===== config.mk =====
export PLATFORM = sky130hd
export DESIGN_NAME = oq_rr_scheduler
export DESIGN_NICKNAME = d
export VERILOG_FILES = /design/src/rtl/oq_sched_pkg.sv /design/src/rtl/oq_rr_pick.sv /design/src/rtl/oq_rr_scheduler.sv
export SDC_FILE = /design/constraint.sdc
export NUM_CORES = 1
export LEC_CHECK = 0
export BUFFER_PORTS_ARGS = -buffer_cell sky130_fd_sc_hd__buf_4
export CORE_AREA = 3 3 689 691
export CTS_CLUSTER_SIZE = 24
export DETAILED_ROUTE_END_ITERATION = 6
export DIE_AREA = 0 0 692 694
export PLACE_DENSITY_LB_ADDON = 0.08
export SLEW_MARGIN = 15
export SYNTH_ARGS = -nofsm -noshare
export SYNTH_HDL_FRONTEND = slang
export SYNTH_HIERARCHICAL = 1
export SYNTH_SLANG_ARGS = --single-unit

===== constraint.sdc =====
create_clock -name clk -period 8.1 [get_ports clk]
set_clock_uncertainty 0.15 [all_clocks]
set_input_delay 1.62 -clock clk [delete_from_list [all_inputs] [get_ports clk]]
set_output_delay 1.62 -clock clk [all_outputs]
set_load 0.05 [all_outputs]

===== src/rtl/oq_sched_pkg.sv =====
// Shared types and word-layout helpers for the output-queue round-robin scheduler.
// A FIFO word is {tlast, tkeep, tdata}, with tdata at the LSB end.
package oq_sched_pkg;

    typedef enum logic {
        IDLE = 1'b0,
        SEND = 1'b1
    } state_e;

    localparam int TDATA_LSB = 0;

    function automatic int clog2(input int n);
        int r;
        r = 0;
        while ((1 << r) < n) r++;
        return (r < 1) ? 1 : r;
    endfunction

    function automatic int word_width(input int dw);
        return dw + dw / 8 + 1;
    endfunction

    function automatic int tkeep_lsb(input int dw);
        return dw;
    endfunction

    function automatic int tlast_bit(input int dw);
        return dw + dw / 8;
    endfunction

endpackage


===== src/rtl/oq_rr_pick.sv =====
// Combinational rotate-priority picker: first requesting queue strictly after last_ptr,
// wrapping modulo NUM_QUEUES, so the last served queue has the lowest priority.
module oq_rr_pick #(
    parameter int NUM_QUEUES = 5,
    parameter int IDX_W      = 3
) (
    input  logic [NUM_QUEUES-1:0] req_i,
    input  logic [IDX_W-1:0]      last_ptr_i,
    output logic [IDX_W-1:0]      grant_o,
    output logic                  valid_o
);

    logic [IDX_W-1:0] idx;

    // Scan from farthest to nearest so the nearest requester is the final assignment.
    always_comb begin
        grant_o = '0;
        idx     = '0;
        valid_o = |req_i;
        for (int k = NUM_QUEUES; k >= 1; k--) begin
            idx = IDX_W'((int'(last_ptr_i) + k) % NUM_QUEUES);
            if (req_i[idx]) grant_o = idx;
        end
    end

endmodule


===== src/rtl/oq_rr_scheduler.sv =====
// Packet-granular round-robin drain of fallthrough FIFOs onto one AXI4-Stream master.
// Define OQ_SCHED_STATS_EN to add per-queue 32-bit accepted-packet counters (pkt_count).
module oq_rr_scheduler
    import oq_sched_pkg::*;
#(
    parameter int NUM_QUEUES = 5,
    parameter int DATA_WIDTH = 256,
    parameter int QID_WIDTH  = 3
) (
    input  logic                                                  clk,
    input  logic                                                  reset,
    input  logic [NUM_QUEUES-1:0]                                 q_empty,
    input  logic [NUM_QUEUES*(DATA_WIDTH+DATA_WIDTH/8+1)-1:0]     q_dout,
    output logic [NUM_QUEUES-1:0]                                 q_rd_en,
    input  logic [NUM_QUEUES-1:0]                                 queue_en,
    output logic [DATA_WIDTH-1:0]                                 m_axis_tdata,
    output logic [DATA_WIDTH/8-1:0]                               m_axis_tkeep,
    output logic                                                  m_axis_tlast,
    output logic                                                  m_axis_tvalid,
    input  logic                                                  m_axis_tready,
    output logic [QID_WIDTH-1:0]                                  m_axis_tqid
`ifdef OQ_SCHED_STATS_EN
    ,
    output logic [NUM_QUEUES*32-1:0]                              pkt_count
`endif
);

    localparam int WW       = word_width(DATA_WIDTH);
    localparam int KW       = DATA_WIDTH / 8;
    localparam int IW       = clog2(NUM_QUEUES);
    localparam int KEEP_LSB = tkeep_lsb(DATA_WIDTH);
    localparam int LAST_BIT = tlast_bit(DATA_WIDTH);

    state_e                        state_q;
    logic [IW-1:0]                 grant_q;
    logic [IW-1:0]                 last_ptr_q;
    logic [IW-1:0]                 sel;
    logic [IW-1:0]                 pick_grant;
    logic                          pick_vld;
    logic                          accept;
    logic [NUM_QUEUES-1:0]         req;
    logic [NUM_QUEUES-1:0][WW-1:0] heads;
    logic [WW-1:0]                 head;

    // Reset forces the output view onto queue 0 immediately, before the edge lands.
    assign sel   = reset ? '0 : grant_q;
    assign heads = q_dout;
    assign head  = heads[sel];
    assign req   = ~q_empty & queue_en;

    assign m_axis_tdata  = head[TDATA_LSB +: DATA_WIDTH];
    assign m_axis_tkeep  = head[KEEP_LSB +: KW];
    assign m_axis_tlast  = head[LAST_BIT];
    assign m_axis_tqid   = QID_WIDTH'(sel);
    assign m_axis_tvalid = !reset && (state_q == SEND) && !q_empty[sel];
    assign accept        = m_axis_tvalid && m_axis_tready;

    always_comb begin
        q_rd_en      = '0;
        q_rd_en[sel] = accept;
    end

    oq_rr_pick #(
        .NUM_QUEUES (NUM_QUEUES),
        .IDX_W      (IW)
    ) u_pick (
        .req_i      (req),
        .last_ptr_i (last_ptr_q),
        .grant_o    (pick_grant),
        .valid_o    (pick_vld)
    );

    // Grant is held through underruns; only an accepted tlast releases it.
    always_ff @(posedge clk) begin
        if (reset) begin
            state_q    <= IDLE;
            grant_q    <= '0;
            last_ptr_q <= IW'(NUM_QUEUES - 1);
        end else begin
            case (state_q)
                IDLE: if (pick_vld) begin
                    grant_q <= pick_grant;
                    state_q <= SEND;
                end
                SEND: if (accept && m_axis_tlast) begin
                    last_ptr_q <= grant_q;
                    state_q    <= IDLE;
                end
            endcase
        end
    end

`ifdef OQ_SCHED_STATS_EN
    logic [NUM_QUEUES-1:0][31:0] cnt_q;

    always_ff @(posedge clk) begin
        if (reset) cnt_q <= '0;
        else if (accept && m_axis_tlast) cnt_q[grant_q] <= cnt_q[grant_q] + 32'd1;
    end

    assign pkt_count = cnt_q;
`endif

endmodule


==> metrics.cfg <==
[status]
outcome=finished with violations
violations=design-rule violations

[die]
start_util_pct=2.37
die_h_um=694
io_pins=1756
fp.dieArea_sq_um=480000
dieWidth_um=692
core_sq_um=470000
rows=252

[synthesis]
ys_types=83
synth.avg_cell_area_sq_um=6.03
synth_common_cells=nand2_1 (681), a21oi_1 (174), a221oi_1 (162)
yosysTopAreaCellShare_pct=23.0
synth.net_count=3325
yosysMostFrequentCell=nand2_1
yosysWarningCount=6
yosys-top-cells-area=nand2_1 (23%), a221oi_1 (13%), a222oi_1 (12%), mux2i_1 (11%), a21oi_1 (7.8%)
syn_inst=1845
syn-cell-area_sq_um=11100
ys_seq_area_share_pct=1.26
synth_flop_cell=dfxtp_1
synth_edf_count=0
async_flop_share_pct=0
yosysTopAreaCell=nand2_1
synth-seq-cells=7

[drt]
vias_per_cell=2.63
vias=25750
drtPass1Iterations=7
wl_per_cell_um=39.1
wirelength_um=382000
drtAntennaViolNets=0
first_iter_violations=2362
drc=5

[clock_tree]
cts_hold_buf=0
cts_root_buf=clkbuf_16
cts_setup_buffers=0
cts_buffers=3
cts_resized=0
cts.htree.levels=1
clock_sinks=7
cts.path.max_buffers=2
cts.reportedPaths.clkPinSlew_ns=0.04
tritoncts=done
worstSkewPairLatency_ns=0.24

[global_route]
grt_pass1_wl_um=442000
grt_max_degree=100
antenna_found_initial=474
grt_pass1_vias=25285
grt_util_all_layers_pct=15.1
overflow=0

[min_path]
worst_hold_path_type=reg2reg
min_path_cells=2

[worst_setup_path]
regToRegStartpoint=last_ptr_q[0]
setup.worst_path.class=in2out
crit_path_start_kind=input port
critPathLaunch=reset
ff2ff_path_depth=18
path_cells=buf_4, nand2b_4, buf_4, nand2_1, a21oi_1, a221oi_1, nand2_1, buf_4
rrSetupSlack_ns=2.38
reg2reg_to=grant_q[1]
critPathMostFrequentCell=buf_4
arrival_ns=4.93
cp.required_ns=6.33
critical_path.max_stage_delay_ns=0.93
crit_fanout=51
cp_slowest_cell=a21oi_1
end_kind=primary output
crit_path_end=m_axis_tdata[40]

[flow_run]
drv_cap=0

[cells_and_area]
fin_nets=4974
layout-area-overhead-vs-synth_pct=189
layout.cells.non_filler=9786
drive_gt1_share_pct=54.1
nFillCells=55849

[sta]
post-route-period-util_pct=82.7
slew_viol_final=0
max_freq_ghz=0.149
rsz0062_at_grt=false
tns_ns=0
fin_crit_ns=6.70
hold_viol=0
relSlewSlack_pct=20.7
hold_ws_ns=0.398
worstMarginPinSlew_ns=1.19
setup_violations=0

[pwr]
leakage_uw=0.0140
ir_drop_v=0.0000743
powerDensity_nw_per_um2=97.6

[place]
dp.final_hpwl_um=354000
routabilityCongestion=0.954
io_buffers=1755
place_inst=9711

[flip-flops by register name, summed over array words and instances (netlist names)]
register    count
last_ptr_q      3
grant_q         3
state_q         1
[cell families (layout without fill, tap and decap cells)]
logic type | after synthesis | after routing | share of synthesized area, %
fa+ha+maj | 22 | 22 | 2.48
flops | 7 | 7 | 1.26
other cells | 0 | 70 | 0
xor+xnor | 7 | 7 | 0.788
buf+inv | 218 | 1866 | 9.91
simple gates | 785 | 785 | 28.9
mux | 132 | 132 | 12.2
compound gates | 674 | 674 | 44.4
[how the worst min path moves through the flow]
stage                     slack, ns       to     from
after floorplan                0.34  state_q  state_q
after CTS                      0.40  state_q  state_q
after global placement         0.39  state_q  state_q
final                          0.40  state_q  state_q
after global routing           0.44  state_q  state_q
after detailed placement       0.39  state_q  state_q
[stage by stage]
stage	area [sq um]	setup slack (ns)	total power, uW	util [%]
5_1_grt	32000	1.20	3300	6.82
6_report	32200	1.40	3140	6.85
3_5_place_dp	31900	1.24	3130	6.79
4_1_cts	32000	1.23	3220	6.81
3_3_place_gp	31900	1.25	3140	6.79
2_1_floorplan	11100	2.25	1330	-
[cell usage in the layout (no fill, tap or decap), types with 3 or more instances in the layout]
| master | Yosys | routed |
|---|---|---|
| a211oi_1 | 5 | 5 |
| a21oi_1 | 174 | 173 |
| a221oi_1 | 162 | 162 |
| a222oi_1 | 128 | 128 |
| a22oi_1 | 23 | 23 |
| a31oi_1 | 3 | 3 |
| and3_1 | 5 | 5 |
| buf_12 | 0 | 13 |
| buf_4 | 11 | 1827 |
| clkbuf_16 | 0 | 3 |
| dfxtp_1 | 7 | 6 |
| diode_2 | 0 | 70 |
| ha_1 | 22 | 22 |
| inv_1 | 19 | 19 |
| mux2_2 | 3 | 3 |
| mux2i_1 | 125 | 124 |
| nand2_1 | 681 | 681 |
| nand2b_1 | 12 | 11 |
| nand3_1 | 7 | 7 |
| nand4_1 | 3 | 3 |
| nor2_1 | 22 | 21 |
| nor2b_1 | 13 | 13 |
| nor3_1 | 12 | 11 |
| nor4_1 | 4 | 4 |
| o211ai_1 | 8 | 8 |
| o21a_1 | 3 | 3 |
| o21ai_0 | 112 | 112 |
| o21ai_1 | 11 | 11 |
| o21ai_2 | 3 | 3 |
| o221ai_1 | 4 | 4 |
| o22ai_1 | 3 | 3 |
| o31ai_1 | 3 | 3 |
| xnor2_1 | 5 | 5 |
[power by group]
| group | internal (uW) | switching, uW | total (uW) |
|---|---|---|---|
| registers | 36.6 | 1.92 | 38.5 |
| clock network | 65.8 | 21.9 | 87.7 |
| logic | 983 | 2030 | 3010 |
| total | 1090 | 2050 | 3140 |
[worst max-delay path, delay by kind of cell]
family                 cells  cell delay, ns
AO/OA/AOI/OAI              2            1.06
buffers and inverters      3            1.32
AND/OR/NAND/NOR            3            0.78
[metal layers]
metal / part of all wire (%) / global-route usage (%)
met1: 38 / 17.1
met2: 51 / 28.2
met3: 8.4 / 5.22
met4: 1.9 / 1.23
met5: 0.34 / 0
[cell type report]
class / instances / area [sq um] / share of cell area, %
diodes: 70 / 175 / 0.545
clock buffers: 4 / 78.8 / 0.245
inverters: 21 / 86.3 / 0.268
multi-input cells: 1620 / 9910 / 30.8
flip-flops and latches: 7 / 141 / 0.440
well taps: 6223 / 7790 / 24.2
repair buffers: 1841 / 14000 / 43.5
Note: power is estimated with default switching activity, not from simulation.
